### config.mk
export PLATFORM = sky130hd
export DESIGN_NAME = updown_counter_disp
export DESIGN_NICKNAME = d
export VERILOG_FILES = /design/src/rtl/updown_counter_disp.sv
export SDC_FILE = /design/constraint.sdc
export NUM_CORES = 1
export LEC_CHECK = 0
export CAP_MARGIN = 25
export CORE_UTILIZATION = 55
export CTS_BUF_LIST = sky130_fd_sc_hd__clkbuf_4 sky130_fd_sc_hd__clkbuf_8
export CTS_CLUSTER_SIZE = 20
export DETAILED_ROUTE_END_ITERATION = 8
export GPL_TIMING_DRIVEN = 0
export PLACE_DENSITY = 0.81
export SETUP_SLACK_MARGIN = 0.3
export SYNTH_ARGS = -nofsm -noshare
export SYNTH_HDL_FRONTEND = slang
export SYNTH_SLANG_ARGS = --single-unit
### constraint.sdc
create_clock -name clk -period 2.54 [get_ports clk]
set_clock_uncertainty 0.05 [all_clocks]
set_input_delay 0.508 -clock clk [delete_from_list [all_inputs] [get_ports clk]]
set_output_delay 0.508 -clock clk [all_outputs]
set_load 0.01 [all_outputs]
### src/rtl/updown_counter_disp.sv
// Parametrised up/down counter (load, wrap/saturate, terminal count) with a
// multiplexed active-low hex display driver. Define UDC_DIR_GLYPH_EN for a direction glyph slot.
module updown_counter_disp #(
  parameter int unsigned WIDTH    = 8,
  parameter int unsigned MAX_VAL  = 2**WIDTH - 1,
  parameter int unsigned SCAN_DIV = 50000,
  localparam int unsigned DIGITS  = WIDTH / 4,
`ifdef UDC_DIR_GLYPH_EN
  localparam int unsigned NSLOT   = DIGITS + 1
`else
  localparam int unsigned NSLOT   = DIGITS
`endif
) (
  input  logic             clk,
  input  logic             reset,
  input  logic             en,
  input  logic             up,
  input  logic             load,
  input  logic [WIDTH-1:0] load_val,
  input  logic             sat,
  output logic [WIDTH-1:0] q,
  output logic             tc,
  output logic             at_max,
  output logic             at_min,
  output logic [6:0]       seg,
  output logic             dp,
  output logic [NSLOT-1:0] an
);

  localparam int unsigned PW = $clog2(SCAN_DIV);
  localparam int unsigned SW = (NSLOT > 1) ? $clog2(NSLOT) : 1;

  localparam logic [WIDTH-1:0] MaxQ   = WIDTH'(MAX_VAL);
  localparam logic [WIDTH:0]   MaxExt = (WIDTH + 1)'(MAX_VAL);

  logic [WIDTH-1:0] q_q, q_d;
  logic             tc_q, tc_d;
  logic [PW-1:0]    presc_q, presc_d;
  logic [SW-1:0]    slot_q, slot_d;
  logic [6:0]       seg_q, seg_d;
  logic             dp_q, dp_d;
  logic [NSLOT-1:0] an_q, an_d;

`ifdef UDC_DIR_GLYPH_EN
  logic             dir_q, dir_d;
`endif

  // One extra bit so MAX_VAL = 2**WIDTH-1 never loses the carry.
  logic [WIDTH:0] q_ext, inc_sum, dec_sum, load_ext;
  logic [3:0]     digit;

  assign q_ext    = {1'b0, q_q};
  assign inc_sum  = q_ext + (WIDTH + 1)'(1);
  assign dec_sum  = q_ext - (WIDTH + 1)'(1);
  assign load_ext = {1'b0, load_val};

  assign at_max = (q_q == MaxQ);
  assign at_min = (q_q == '0);

  function automatic logic [6:0] hex_glyph(input logic [3:0] d);
    logic [6:0] g;
    unique case (d)
      4'h0: g = 7'b0000001;
      4'h1: g = 7'b1001111;
      4'h2: g = 7'b0010010;
      4'h3: g = 7'b0000110;
      4'h4: g = 7'b1001100;
      4'h5: g = 7'b0100100;
      4'h6: g = 7'b0100000;
      4'h7: g = 7'b0001111;
      4'h8: g = 7'b0000000;
      4'h9: g = 7'b0000100;
      4'hA: g = 7'b0001000;
      4'hB: g = 7'b1100000;
      4'hC: g = 7'b0110001;
      4'hD: g = 7'b1000010;
      4'hE: g = 7'b0110000;
      default: g = 7'b0111000;
    endcase
    return g;
  endfunction

  // Counter next state; load beats enable, and a load always clears tc.
  always_comb begin
    q_d  = q_q;
    tc_d = 1'b0;
    if (load) begin
      q_d = (load_ext > MaxExt) ? MaxQ : load_val;
    end else if (en) begin
      if (up) begin
        tc_d = at_max;
        if (inc_sum > MaxExt) begin
          q_d = sat ? MaxQ : '0;
        end else begin
          q_d = inc_sum[WIDTH-1:0];
        end
      end else begin
        tc_d = at_min;
        if (at_min) begin
          q_d = sat ? '0 : MaxQ;
        end else begin
          q_d = dec_sum[WIDTH-1:0];
        end
      end
    end
  end

`ifdef UDC_DIR_GLYPH_EN
  always_comb begin
    dir_d = dir_q;
    if (en && !load) begin
      dir_d = up;
    end
  end
`endif

  // Scan timing: prescaler rolls over every SCAN_DIV cycles and advances the slot.
  always_comb begin
    presc_d = presc_q + PW'(1);
    slot_d  = slot_q;
    if (presc_q == PW'(SCAN_DIV - 1)) begin
      presc_d = '0;
      slot_d  = (slot_q == SW'(NSLOT - 1)) ? '0 : slot_q + SW'(1);
    end
  end

  // Display drive is built from the current slot and q, so it lags by one cycle.
  always_comb begin
    digit = 4'(q_q >> {slot_q, 2'b00});
    seg_d = hex_glyph(digit);
    dp_d  = ~((slot_q == '0) & (at_max | at_min));
    an_d  = ~(NSLOT'(1) << slot_q);
`ifdef UDC_DIR_GLYPH_EN
    if (slot_q == SW'(DIGITS)) begin
      seg_d = dir_q ? 7'b1000001 : 7'b1000010;
      dp_d  = 1'b1;
    end
`endif
  end

  always_ff @(posedge clk) begin
    if (reset) begin
      q_q     <= '0;
      tc_q    <= 1'b0;
      presc_q <= '0;
      slot_q  <= '0;
      seg_q   <= '1;
      dp_q    <= 1'b1;
      an_q    <= '1;
    end else begin
      q_q     <= q_d;
      tc_q    <= tc_d;
      presc_q <= presc_d;
      slot_q  <= slot_d;
      seg_q   <= seg_d;
      dp_q    <= dp_d;
      an_q    <= an_d;
    end
  end

`ifdef UDC_DIR_GLYPH_EN
  always_ff @(posedge clk) begin
    if (reset) begin
      dir_q <= 1'b1;
    end else begin
      dir_q <= dir_d;
    end
  end
`endif

  assign q   = q_q;
  assign tc  = tc_q;
  assign seg = seg_q;
  assign dp  = dp_q;
  assign an  = an_q;

endmodule
==> run_results.csv <==
group,metric,value,unit
layout,drive_gt1_frac,0.151,
setup_path,rr_worst_depth,8,
floorplanning,io_pins,35,
run_status,outcome,"complete, no violations",
layout,nFillCells,294,
setup_path,worstPathMaxFanout,8,
clock_network,numCtsBuffers,5,
logic_synthesis,synthFlopType,"dfxtp_1",
logic_synthesis,syn-cell-area,2260,sq um
clock_network,hold_buffers,0,
clock_network,ctsLongestPathBuffers,2,
hold_path,hold_start,"presc_q[0]",
clock_network,clk_pin_slew,80,ps
timing,whs,429,ps
global_route,antenna_found_initial,0,
setup_path,start_kind,"register",
global_route,grt_overflow,0,
global_route,grt_pass1_vias,1978,
logic_synthesis,synth.distinct_cells,52,
logic_synthesis,yosysSeqAreaShare,0.318,
clock_network,clk_latency,300,ps
power,p_leak,1.14,nW
layout,nets,357,
placement,portBuffers,33,
setup_path,critPathBufInv,4,
detailed_routing,first_pass_iters,4,
setup_path,crit_family,"buffers and inverters",
logic_synthesis,synth_warnings,0,
timing,post-route-min-period,2190,ps
detailed_routing,dr.first_iter.drc_count,153,
hold_path,hold_path.class,"reg -> reg",
layout,antenna-diode-count,0,
power,cellPowerDensity,493,nW/um^2
detailed_routing,avgRoutedWirePerCell,14.7,um
setup_path,worstSetupEndpointType,"output pin",
setup_path,reg2reg_from,"q[1]",
setup_path,critPathKind,"reg -> out",
logic_synthesis,synth-seq-cells,36,
logic_synthesis,syn_area_per_cell,8.12,sq um
setup_path,crit_path_top_delay_cell,"dfxtp_1",
detailed_routing,drc,0,
setup_path,reg2reg_slack,400,ps
timing,max_slew_margin,0.602,
detailed_routing,finalWirelength,5.57,mm
clock_network,numClockSinks,36,
power,peakVddDrop,0.252,mV
setup_path,cp.depth,6,
setup_path,worstPathCellList,"buf_6, and4_1, buf_4, nand4_1, inv_2, clkdlybuf4s15_2",
floorplanning,placementRows,22,
setup_path,r2r_end,"q[4]",
placement,dp_hpwl,3.87,mm
timing,fmax,0.458,GHz
logic_synthesis,ys_async_sr_fraction,0,
timing,finalSetupViolCount,0,
detailed_routing,ant_nets,0,
floorplanning,dieArea,4380,sq um
global_route,grt_usage,0.270,
placement,place.gp.congestion,0.936,
floorplanning,core_area,3800,sq um
layout,synthToLayoutAreaGrowth,27.3,%
setup_path,cp.required,1980,ps
setup_path,critical_path_arrival,1630,ps
floorplanning,die_width,66.2,um
logic_synthesis,syn_nets,305,
clock_network,cts_tree,"done",
timing,report.final.slew_viol_count,0,
hold_path,min_to,"presc_q[0]",
timing,worst_pin_slew,590,ps
global_route,grt_pass1_wl,9.04,mm
timing,grt_setup_unrepaired,"true",
timing,finalCritPeriodShare,0.860,
setup_path,max_stage_delay,350,ps
logic_synthesis,synth_edf_count,0,
detailed_routing,vias_per_cell,5.88,
timing,tns,0,ps
job,cap_viol_max_count,0,
floorplanning,die_y,66.2,um
hold_path,min_path_cells,1,
floorplanning,initial_core_util,0.596,
logic_synthesis,synthCells,279,
detailed_routing,via_count,2233,
global_route,grt_max_degree,13,
timing,hold_violations,0,
clock_network,clock-root-buffer,"clkbuf_8",
clock_network,htree_num_levels,2,
## area by class of cell
type / instances / area (sq um) / share of cell area
well taps: 48 / 60.1 / 0.0208
clock inverters: 3 / 18.8 / 0.00651
flip-flops and latches: 36 / 731 / 0.253
repair buffers: 45 / 422 / 0.146
clock buffers: 5 / 68.8 / 0.0239
plain buffers: 18 / 97.6 / 0.0339
inverters: 13 / 53.8 / 0.0187
multi-input cells: 212 / 1430 / 0.497
## how the worst max path moves through the flow
| stage | from | endpoint | slack, ps |
|---|---|---|---|
| finish | q[5] | at_max | 350 |
| global route | q[0] | q[3] | 250 |
| CTS | q[4] | at_max | 310 |
| detailed placement | q[0] | at_min | 50 |
| global placement | q[0] | at_min | 60 |
| floorplan | q[0] | q[6] | 560 |
## report_power, final
group	leakage, nW	switching, W	internal, W
combinational	0.796	0.000194	0.000189
clock	0.0479	0.000226	0.000191
sequential	0.297	0.0000252	0.000595
total	1.14	0.000445	0.000976
## worst reg2reg max path: cells and delay by family (launching register included)
family / cells / cell delay, ps
buffers and inverters: 2 / 380
adders and majority gates: 1 / 160
AOI/OAI and AO/OA: 3 / 610
and+or+nand+nor: 1 / 160
DFF: 1 / 420
xor gates and xnor gates: 1 / 260
## cell usage in the layout (no fill, tap or decap), types with 3 or more instances in the layout
cell type        count
or2_2                4
xnor2_1             12
a21o_1               4
nand2_1             20
buf_4               14
o311ai_1             3
mux2i_1              6
dfxtp_1             32
nor2b_1              3
clkbuf_8             5
nor2_1              36
inv_1                9
clkdlybuf4s50_1     31
and3_1               5
nor3_1               6
a21oi_1             11
a221o_1              3
clkbuf_1             8
nand3_1              7
nor3b_1              5
nand2b_1             4
xor2_1              11
o21ai_0             13
ha_1                12
nand4_1              8
buf_2                5
a31oi_1              4
## flip-flops by register name (all words and copies together) (netlist names)
name / cells
an: 2
dp: 1
presc_q: 16
q: 8
seg: 7
slot_q: 1
tc: 1
## metrics by stage
step	setup WS [ps]	cell area [sq um]	utilization	power, W	cells
2_1_floorplan	557	2260	-	0.000845	279
5_1_grt	254	2880	0.759	0.00148	380
6_report	355	2880	0.759	0.00142	380
3_3_place_gp	57.7	2660	0.699	0.000965	360
4_1_cts	315	2800	0.737	0.00140	372
3_5_place_dp	54.4	2660	0.699	0.000973	360
## cell usage after synthesis, types with 3 or more instances
master / number / area [sq um]
and3_1: 5 / 31.3
clkbuf_1: 9 / 33.8
a21oi_1: 11 / 55.1
o221ai_1: 3 / 26.3
o311ai_1: 3 / 26.3
nand3_1: 7 / 35.0
o21ai_0: 13 / 65.1
xor2_1: 11 / 96.3
a21o_1: 4 / 30.0
nor2b_1: 4 / 25.0
ha_1: 12 / 150
nand4_1: 8 / 50.1
inv_1: 12 / 45.0
nor3_1: 6 / 30.0
nand2b_1: 4 / 25.0
or2_2: 4 / 25.0
a221o_1: 3 / 30.0
a31oi_1: 4 / 25.0
nor3b_1: 5 / 37.5
buf_2: 5 / 25.0
nand2_1: 20 / 75.1
dfxtp_1: 36 / 721
buf_4: 4 / 30.0
nor2_1: 36 / 135
xnor2_1: 12 / 105
mux2i_1: 6 / 60.1
## repair_timing
action,CTS,global route
buffers inserted,4,8
pin swaps,2,3
gates resized for setup,16,9
endpoints found under the hold margin,0,0
endpoints found under the setup margin,8,9
## cell families after synthesis
kind of cell,Yosys count,share of synthesized area
and+or+nand+nor,110,0.252
adders and majority gates,12,0.0663
buffers and inverters,31,0.0608
DFF,36,0.318
xor gates and xnor gates,23,0.0889
muxes,7,0.0315
AOI/OAI and AO/OA,60,0.182
## per-layer routing
metal | track usage | vias to the layer above | part of all wire
met5 | 0 | - | 0
met3 | 0.0517 | 19 | 0.072
li1 | - | 1079 | -
met1 | 0.341 | 1040 | 0.44
met2 | 0.436 | 95 | 0.46
met4 | 0.130 | 0 | 0.029
Power figures use the tool's default switching activity.
